## config.mk

```make
export PLATFORM = sky130hd
export DESIGN_NAME = photon_gp_scheduler
export DESIGN_NICKNAME = d
export VERILOG_FILES = /design/src/rtl/photon_gp_scheduler.sv
export SDC_FILE = /design/constraint.sdc
export NUM_CORES = 1
export LEC_CHECK = 0
export CAP_MARGIN = 0
export CELL_PAD_IN_SITES_DETAIL_PLACEMENT = 1
export CELL_PAD_IN_SITES_GLOBAL_PLACEMENT = 2
export CORE_MARGIN = 2
export CORE_UTILIZATION = 25
export DETAILED_ROUTE_END_ITERATION = 8
export PLACE_DENSITY_LB_ADDON = 0.1
export SLEW_MARGIN = 10
export SYNTH_ARGS = -nofsm -noshare
export SYNTH_HDL_FRONTEND = slang
export SYNTH_SLANG_ARGS = --single-unit
```

## constraint.sdc

```tcl
create_clock -name clk -period 2.6 [get_ports clk]
set_clock_uncertainty 0.1 [all_clocks]
set_input_delay 0.78 -clock clk [delete_from_list [all_inputs] [get_ports clk]]
set_output_delay 0.78 -clock clk [all_outputs]
set_load 0.02 [all_outputs]
```

## src/rtl/photon_gp_scheduler.sv

```systemverilog
`default_nettype none
// +----------------------------------------------------------------------------+
// | photon_gp_scheduler                                                        |
// | Per-tile arbiter and pair-index sequencer for the shared GP datapath.      |
// | Optional feature macro: PHOTON_SCHED_RR_EN (round-robin arbitration).      |
// | Revision: 1.0                                                              |
// +----------------------------------------------------------------------------+
module photon_gp_scheduler #(
  parameter int NUM_REQ = 3,
  parameter int ID_W    = 3,
  parameter int IDX_W   = 10
) (
  input  logic                 clk,
  input  logic                 rst,
  input  logic [NUM_REQ-1:0]   req_valid,
  input  logic [2*NUM_REQ-1:0] req_mode,
  output logic [NUM_REQ-1:0]   req_ready,
  input  logic                 gp_stall,
  output logic [1:0]           gp_mode,
  output logic                 gp_valid,
  output logic [IDX_W-1:0]     gp_idx,
  output logic                 gp_first,
  output logic                 gp_last,
  output logic                 done_valid,
  output logic [ID_W-1:0]      done_id,
  output logic                 busy
);

  typedef enum logic [1:0] {
    S_IDLE = 2'd0,
    S_RUN  = 2'd1,
    S_DONE = 2'd2
  } state_t;

  state_t           state_q, state_d;
  logic [1:0]       mode_q, mode_d;
  logic [ID_W-1:0]  id_q, id_d;
  logic [IDX_W-1:0] idx_q, idx_d;
  logic [IDX_W-1:0] limit_m1;

  logic             gnt_any;
  logic [ID_W-1:0]  gnt_id;
  logic [1:0]       gnt_mode;
  logic             accept;

`ifdef PHOTON_SCHED_RR_EN
  logic [ID_W-1:0]  last_q, last_d;

  // First pass looks above the last winner, second pass wraps to the bottom.
  always_comb begin
    gnt_any  = 1'b0;
    gnt_id   = '0;
    gnt_mode = 2'b00;
    for (int i = 0; i < NUM_REQ; i++) begin
      if (!gnt_any && req_valid[i] && (i > int'(last_q))) begin
        gnt_any  = 1'b1;
        gnt_id   = ID_W'(i);
        gnt_mode = req_mode[2*i +: 2];
      end
    end
    for (int i = 0; i < NUM_REQ; i++) begin
      if (!gnt_any && req_valid[i]) begin
        gnt_any  = 1'b1;
        gnt_id   = ID_W'(i);
        gnt_mode = req_mode[2*i +: 2];
      end
    end
  end
`else
  always_comb begin
    gnt_any  = 1'b0;
    gnt_id   = '0;
    gnt_mode = 2'b00;
    for (int i = 0; i < NUM_REQ; i++) begin
      if (!gnt_any && req_valid[i]) begin
        gnt_any  = 1'b1;
        gnt_id   = ID_W'(i);
        gnt_mode = req_mode[2*i +: 2];
      end
    end
  end
`endif

  assign accept    = (state_q == S_IDLE) && !rst && gnt_any;
  assign req_ready = accept ? (NUM_REQ'(1) << gnt_id) : '0;

  always_comb begin
    case (mode_q)
      2'b01:   limit_m1 = IDX_W'(31);
      2'b10:   limit_m1 = IDX_W'(79);
      default: limit_m1 = IDX_W'(255);
    endcase
  end

  assign busy       = (state_q != S_IDLE);
  assign gp_valid   = (state_q == S_RUN) && !gp_stall;
  assign gp_first   = gp_valid && (idx_q == '0);
  assign gp_last    = gp_valid && (idx_q == limit_m1);
  assign gp_idx     = idx_q;
  assign gp_mode    = mode_q;
  assign done_valid = (state_q == S_DONE);
  assign done_id    = done_valid ? id_q : '0;

  always_comb begin
    state_d = state_q;
    mode_d  = mode_q;
    id_d    = id_q;
    idx_d   = idx_q;
`ifdef PHOTON_SCHED_RR_EN
    last_d  = last_q;
`endif
    case (state_q)
      S_IDLE: begin
        if (accept) begin
          mode_d  = gnt_mode;
          id_d    = gnt_id;
          idx_d   = '0;
`ifdef PHOTON_SCHED_RR_EN
          last_d  = gnt_id;
`endif
          // A null job skips RUN and completes on the following cycle.
          state_d = (gnt_mode != 2'b00) ? S_RUN : S_DONE;
        end
      end
      S_RUN: begin
        if (gp_valid) begin
          if (gp_last) begin
            state_d = S_DONE;
            idx_d   = '0;
          end else begin
            idx_d   = idx_q + IDX_W'(1);
          end
        end
      end
      S_DONE:  state_d = S_IDLE;
      default: state_d = S_IDLE;
    endcase
  end

  always_ff @(posedge clk) begin
    if (rst) begin
      state_q <= S_IDLE;
      mode_q  <= 2'b00;
      id_q    <= '0;
      idx_q   <= '0;
`ifdef PHOTON_SCHED_RR_EN
      last_q  <= ID_W'(NUM_REQ - 1);
`endif
    end else begin
      state_q <= state_d;
      mode_q  <= mode_d;
      id_q    <= id_d;
      idx_q   <= idx_d;
`ifdef PHOTON_SCHED_RR_EN
      last_q  <= last_d;
`endif
    end
  end

endmodule
`default_nettype wire

```

Yosys cells after proc, flatten, opt, wreduce, memory -nomap -nowiden
Index checks and enable logic that the tools add are counted.

cells by class
  $add $sub $neg = 1
  equal/unequal tests = 8
  shift operators = 1
  muxes and demuxes = 20
  reductions and logical operators = 19

operators by type and width
  cell                   number
  $mux 10                3
  $pmux 10 s2            1
  $pmux 8 s2             1
  $mux 2                 7
  $add 10x1->10 const B  1
  $eq 10x10->1           1
  $logic_not 10->1       1
  $mux 3                 3
  $logic_and 1x1->1      7
  $ne 2x2->1 const B     3
  $reduce_and 3->1       2
  $reduce_bool 2->1      3
  $eq 2x1->1 const B     2
  $eq 2x2->1 const B     2
  $logic_not 1->1        4
  $mux 1                 4
  $pmux 2 s2             1
  $shl 1x3->3 const A    1
  $logic_not 2->1        1
  $reduce_and 2->1       1

storage, ports and cells
  register bits after elaboration = 17
  input bits = 12
  output and inout port bits = 23

Logic depth before layout (Yosys ltp)
Gate-level depths: netlist (run 1).

  word-level depth = 11
  depth in mapped cells = 6
  mapped depth without buffers = 6

Worst setup path after synthesis (run 1)
OpenSTA, ideal clock, no wires.

  kind = input port to output port
  from = in rst
  to = out req_ready[2]
  data arrival time = 1.854 ns
  data required time = 1.720 ns
  setup slack = -0.134 ns
  stages = 3
  path buffers = 0
  cell sequence = nor3_4 nand2_1 nor4b_1

on the way
  word-level cells in the longest chain between the ends = 4

RTL lines
  item                             RTL line  source
  from (decl)                      14        input logic rst,
  $logic_not 1->1                  84        assign accept = (state_q == S_IDLE) && !rst && gnt_any;
  $logic_and 1x1->1 (2 in series)  84
  $mux 3                           85        assign req_ready = accept ? (NUM_REQ'(1) << gnt_id) : '0;
  to (decl)                        17        output logic [NUM_REQ-1:0] req_ready,

Every way passes these cells.

Final worst setup path (run 1)
  from = reg mode_q[1] (netlist: gp_mode[1])
  to = out gp_last

on the way
  word-level cells in the longest chain between the ends = 4
  elaborated cells between the ends (all ways) = 5
  classes of those cells = 3 x eq/ne; 1 x mux; 1 x reduce/logical

RTL lines
  item                                      RTL line  source
  from (decl)                               36        logic [1:0] mode_q, mode_d;
  from (signal assigned)                    151       mode_q <= mode_d;
  $eq 2x2->1 or $eq 2x1->1 (tied branches)  88        case (mode_q)
  $pmux 8 s2 (*)                            88
  $eq 10x10->1 (*)                          98        assign gp_last = gp_valid && (idx_q == limit_m1);
  $logic_and 1x1->1 (*)                     98
  to (decl)                                 23        output logic gp_last,

Every way passes the cells marked *; elsewhere a longest branch is shown, timed or not.

==> results of run 1 <==
-- cells in the mapped netlist --
| cell | instances |
|---|---|
| nor2b_1 | 2 |
| buf_2 | 1 |
| conb_1 | 1 |
| nand2_1 | 6 |
| a32o_1 | 1 |
| or3_4 | 2 |
| and4_1 | 1 |
| or3_1 | 4 |
| and2_1 | 4 |
| buf_4 | 2 |
| nor3b_1 | 1 |
| or4_1 | 4 |
| a22o_1 | 2 |
| mux2i_1 | 1 |
| a21o_1 | 2 |
| nor2_1 | 8 |
| and3_1 | 1 |
| o311ai_0 | 1 |
| dfxtp_1 | 16 |
| a21oi_1 | 12 |
| nor3_4 | 1 |
| nand4_1 | 2 |
| nor4b_1 | 2 |
| nor3_1 | 2 |
| nor3_2 | 1 |
| and2b_1 | 1 |
| nand3_1 | 3 |
| o21ai_0 | 3 |
| xnor2_1 | 3 |
| o21ai_1 | 2 |
| a21oi_2 | 2 |
| o31ai_4 | 1 |
| nor3b_4 | 1 |
| o31ai_1 | 4 |
| inv_1 | 7 |
| nand3b_1 | 2 |
| ha_1 | 4 |
-- state kept, by name, indices dropped and copies added, names as in the netlist --
name,count
state_q,2
id_q,2
gp_mode,2
gp_idx,10
-- through the flow --
step,util,TNS [ns]
2_1_floorplan,-,0
3_3_place_gp,0.425,-3.88
3_5_place_dp,0.425,-4.12
4_1_cts,0.449,-0.00823
5_1_grt,0.455,-0.0374
6_report,0.455,0
-- repair_timing --
| action | 4_1_cts | 5_1_grt |
|---|---|---|
| setup buffers | 1 | 1 |
| gates resized for setup | 52 | 5 |
| hold buffers | 0 | 0 |
| pin swaps | 9 | 7 |
| setup endpoints to repair | 8 | 5 |
-- power groups by stage --
| stage | logic (W) | clock network, W | registers (W) |
|---|---|---|---|
| 6_report | 0.000283 | 0.000226 | 0.000274 |
| 5_1_grt | 0.000307 | 0.000245 | 0.000276 |
| 4_1_cts | 0.000278 | 0.000238 | 0.000273 |
| 3_5_place_dp | 0.000274 | 0 | 0.000277 |
| 3_3_place_gp | 0.000268 | 0 | 0.000276 |
| 2_1_floorplan | 0.000121 | 0 | 0.000286 |
-- cell families (layout without fill, tap and decap cells) --
logic type,count (synthesis),after routing,share of synthesized area
XOR/XNOR,3,3,0.0270
multiplexers,1,1,0.0103
adder cells (fa/ha/maj),4,4,0.0513
flip-flops,16,16,0.329
other,1,1,0.00385
AND/OR/NAND/NOR,48,48,0.321
AO/OA/AOI/OAI,30,30,0.211
buffers and inverters,10,74,0.0475
-- placed cells by master, fill, tap and decap left out, types with 3 or more instances in the layout --
cell	netlist	layout
nand2_1	6	4
buf_2	1	3
or3_1	4	4
nor2_1	8	8
clkbuf_8	0	4
and2_1	4	4
o31ai_1	4	4
buf_4	2	30
dlygate4sd2_1	0	4
o21ai_0	3	3
nand3_1	3	3
inv_1	7	5
a21oi_1	12	12
dfxtp_1	16	14
or4_1	4	4
clkdlybuf4s50_1	0	20
-- worst max path at each step --
stage | start | to | slack (ns) | depth (start not counted)
floorplan | gp_stall | gp_first | 0.01 | 3
global placement | gp_stall | gp_last | -0.75 | 5
detailed placement | gp_stall | gp_last | -0.79 | 5
CTS | gp_mode[1]$_SDFFE_PP0P_ | gp_last | -0.008 | 6
global route | gp_mode[1]$_SDFFE_PP0P_ | gp_last | -0.04 | 6
finish | gp_mode[1]$_SDFFE_PP0P_ | gp_last | 0.02 | 6
-- critical path: cells and delay by family (launching register included) --
kind	cells	cell delay [ns]
buffers and inverters	2	0.20
adder cells (fa/ha/maj)	1	0.15
flip-flops	1	0.35
XOR/XNOR	1	0.12
AND/OR/NAND/NOR	2	0.63
-- routing by layer --
metal | routed length (um) | GRT usage
met1 | 1590 | 0.222
met2 | 1580 | 0.274
met3 | 88 | 0.0375
met4 | 55 | 0.0485
met5 | 0 | 0
-- layout make-up --
type                    instances  share of cell area
clock buffers                   4              0.0326
inverters                       7              0.0156
multi-input cells              87               0.399
flip-flops and latches         16               0.193
well taps                      48              0.0356
repair buffers                 63               0.325
==> qor.yml, run 1 <==
antenna_found_initial: 0
clock-sinks: 16
ys_types: 37
synth_seq_cells: 16
min_to: "id_q[0]$_SDFFE_PP0P_"
grt_pass1_vias: 1171
nets: 194
setup.worst_path.start_class: "flop"
avgSynthCellArea_um2: 8.63
die_width_um: 66.4
fill_cells: 459
crit_chain: "inv_2 -> ha_4 -> xnor2_2 -> or3_4 -> nor3_4 -> buf_6"
whs_path_depth: 1
timing.rr.start: "gp_mode[1]$_SDFFE_PP0P_"
firstDrtPassIters: 3
crit_path_end_kind: "primary output"
n_antenna_cell: 0
dp_hpwl_um: 2560
design.die.area_um2: 4410
fin_crit_sh: 0.992
postSynthCellCount: 113
gp_congestion: 0.775
sw_frac_of_total: 0.316
cell_internal_pwr_w: 0.000536
multiInputGateArea_um2: 673
via_per_inst: 4.92
clk_latency_ns: 0.25
required_ns: 1.72
drv_slew: 0
min_from: "id_q[0]$_SDFFE_PP0P_"
worst_hold_slack_ns: 0.348
layout_setup_ws_ns: 0.0205
power.density_nw_per_um2: 464
r2r-end: "gp_idx[6]$_SDFFE_PP0P_"
setup_violations: 0
reg2regPathDepth: 9
critPathArrivalTime_ns: 1.70
vias: 1106
chipHeight_um: 66.4
crit_path_top_delay_cell: "or3_4"
rsz0062_at_grt: "true"
synth_top_area_share: 0.329
ys_seq_area_frac: 0.329
hold_class: "flop to flop"
htree_levels: 1
cts_buffers: 3
period_minus_slack_ns: 2.58
portBuffers: 33
peakVddDrop_uv: 231
reg2reg_slack_ns: 0.53
seq_area_um2: 325
cap_violations: 0
path_max_fanout: 3
grt_usage: 0.168
avgRoutedWirePerCell_um: 14.7
cts_tree: "done"
core_area_um2: 3720
synthTopCellsByArea: "dfxtp_1 33%, a21oi_1 6.2%, ha_1 5.1%"
grt-ovfl-total: 0
drt-total-wl_um: 3310
placed_cell_area_um2: 1580
cts_max_path_buffers: 2
pwr-share-clk: 0.288
ios: 35
fmax_ghz: 0.388
p_comb_frac: 0.361
outcome: "completed"
synth_top_area_cell: "dfxtp_1"
leakage_nw: 0.684
rows: 22
grt_pass1_wl_um: 5560
cts-root-buf: "clkbuf_8"
final_cells: 225
synth_area_um2: 975
total_power_w: 0.000783
criticalPathCategory: "flop to primary output"
pwr-share-seq: 0.350
drc: 0
cp_slowest_stage_delay_ns: 0.41
ant_nets: 0
synth_warnings: 0
clk_pin_slew_worst_paths_ns: 0.07
grt_max_degree: 19
preCtsSetupSlack_ns: -0.791
start_util: 0.262
syn_to_final_growth_pct: 73.3
drive_gt1_frac: 0.339
p_sw_w: 0.000247
hold_viol: 0
synth_nets: 129
fin_area_um2: 1690
dr.first_iter.drc_count: 25
dp_cells: 219
(Power assumes the default switching activity.)
==> run 2: changes to the inputs <==
Settings changed: SETUP_SLACK_MARGIN from default to 0.4.
Clock period 2.6 ns to 2.9 ns, I/O delays scaled along.
==> qor.yml, run 2 (same netlist as run 1, synthesis figures left out) <==
core_area_um2: 3720  # unchanged
tightestPinTransition_ns: 0.510
grt_usage: 0.157  # -0.0112
avgRoutedWirePerCell_um: 14.2  # -3.1%
fin_crit_sh: 0.925
mostFrequentLayoutCells: "26 x buf_4, 20 x clkdlybuf4s50_1, 12 x a21oi_1"
cap_violations: 0  # unchanged
firstDrtPassIters: 2  # -1
portBuffers: 33  # unchanged
final_cells: 224  # -0.44%
largest_reg_flops: 10  # unchanged
critPathArrivalTime_ns: 1.71  # about the same
fill_cells: 441  # -3.9%
dr.first_iter.drc_count: 13  # -48%
nets: 193  # -0.52%
drv_slew: 0  # unchanged
via_per_inst: 4.83  # -1.6%
cp_slowest_stage_delay_ns: 0.37  # -0.04 ns
fmax_ghz: 0.373
crit_path_top_delay_cell: "dfxtp_4"
outcome: "completed"
critPathTopFamily: "simple AND/OR/NAND/NOR gates"
cts_buffers: 3  # unchanged
design.die.area_um2: 4410  # unchanged
crit_chain: "inv_2 -> ha_2 -> xnor2_2 -> or3_4 -> nor3_4 -> buf_6"
setup.worst_path.start_class: "flop"
dp_hpwl_um: 2350  # -8.1%
required_ns: 1.93  # +0.21 ns
die_width_um: 66.4  # unchanged
drt-total-wl_um: 3190  # -3.5%
clock-sinks: 16  # unchanged
gp_congestion: 0.721  # -7.0%
drive_gt1_frac: 0.409  # +0.0701
cts_max_path_buffers: 2  # unchanged
grt_pass1_wl_um: 5360  # -3.6%
slew_headroom: 0.660
cts-root-buf: "clkbuf_8"
hold_viol: 0  # unchanged
vias: 1083  # -2.1%
cts_tree: "done"
hold_class: "flop to flop"
leakage_nw: 0.693  # +1.3%
layout_commonest_cell: "buf_4"
postCtsHoldBufs: 0  # unchanged
syn_to_final_growth_pct: 77.8
rsz0062_at_grt: "true"
period_minus_slack_ns: 2.68
rows: 22  # unchanged
grt_pass1_vias: 1119  # -4.4%
crit_path_end_kind: "primary output"
seq_area_um2: 330  # +1.5%
start_util: 0.262  # unchanged
ios: 35  # unchanged
n_antenna_cell: 0  # unchanged
clk_pin_slew_worst_paths_ns: 0.07  # about the same
peakVddDrop_uv: 251  # +8.7%
setup_violations: 0  # unchanged
power.density_nw_per_um2: 414  # -11%
utilization: 0.466  # +0.0118
antenna_found_initial: 0  # unchanged
chipHeight_um: 66.4  # unchanged
path_max_fanout: 3  # unchanged
cp_num_buf_inv: 2  # unchanged
criticalPathCategory: "flop to primary output"
grt_max_degree: 19  # unchanged
fin_setup_tns_ns: 0  # unchanged
ant_nets: 0  # unchanged
drc: 0  # unchanged
htree_levels: 1  # unchanged
grt-ovfl-total: 0  # unchanged
multiInputGateArea_um2: 697  # +3.5%
dp_cells: 212  # -3.2%
clk_latency_ns: 0.25  # about the same
==> run 2: cell types whose count changed in the layout (fill, tap and decap cells not counted), sizes merged <==
cell           before  now
clkdlybuf4s15       3    0
clkbuf              4    6
dlygate4sd2         4    2
buf                36   38
==> run 2: worst reg2reg max path: stages, from the launching register on <==
cell	delay [ns]
dfxtp_4	0.37
inv_2	0.03
ha_2	0.17
xnor2_2	0.14
or3_4	0.35
buf_4	0.16
o31ai_4	0.47
nor2_1	0.10
==> run 2: layout make-up <==
cell class | instances | area share
Multi-Input combinational cell | 87 | 0.402
Tap cell | 48 | 0.0347
Inverter | 7 | 0.0152
Timing Repair Buffer | 62 | 0.326
Clock buffer | 4 | 0.0318
Sequential cell | 16 | 0.191
==> run 2: path summary, 6_finish.rpt <==
check,start,end,slack (ns),cells past startpoint
worst max-delay path,gp_mode[1]$_SDFFE_PP0P_,gp_last,0.22,6
worst min-delay path,id_q[0]$_SDFFE_PP0P_,id_q[0]$_SDFFE_PP0P_,0.35,1
worst max register to register,gp_mode[1]$_SDFFE_PP0P_,gp_idx[0]$_SDFFE_PP0P_,0.87,7
worst min register to register,id_q[0]$_SDFFE_PP0P_,id_q[0]$_SDFFE_PP0P_,0.35,1
==> run 2: routing by layer <==
metal | global-route usage | share of wire
met1 | 0.222 | 0.50
met2 | 0.250 | 0.46
met3 | 0.0324 | 0.028
met4 | 0.0230 | 0.0034
met5 | 0 | 0
==> run 2: what timing repair did <==
action / 4_1_cts / 5_1_grt
pin swaps: 10 / 9
gates cloned: 0 / 0
setup buffers: 3 / 5
setup endpoints to repair: 10 / 6
endpoints found under the hold margin: 0 / 0
resized for setup: 64 / 19
==> run 2: metrics by stage <==
stage	hold WS, ns	total power, W	cell area, um^2	setup WS (ns)
after floorplan	0.318	0.000367	997	0.215
after global placement	0.338	0.000476	1540	-0.594
after detailed placement	0.342	0.000480	1540	-0.663
after CTS	0.354	0.000700	1650	0.148
after global routing	0.386	0.000756	1730	0.152
final	0.353	0.000718	1730	0.217
==> run 2: power breakdown <==
part / leakage, nW / total [W] / switching (W) / internal [W]
Combinational: 0.531 / 0.000266 / 0.000128 / 0.000139
Clock: 0.0288 / 0.000203 / 0.0000824 / 0.000121
Sequential: 0.133 / 0.000249 / 0.0000147 / 0.000234
Total: 0.693 / 0.000718 / 0.000225 / 0.000493
==> run 3: changes to the inputs <==
Settings changed: GPL_ROUTABILITY_DRIVEN from default to 0.
==> results of run 3 <==
Final layout, timing and power as in run 2 (identical DEF).
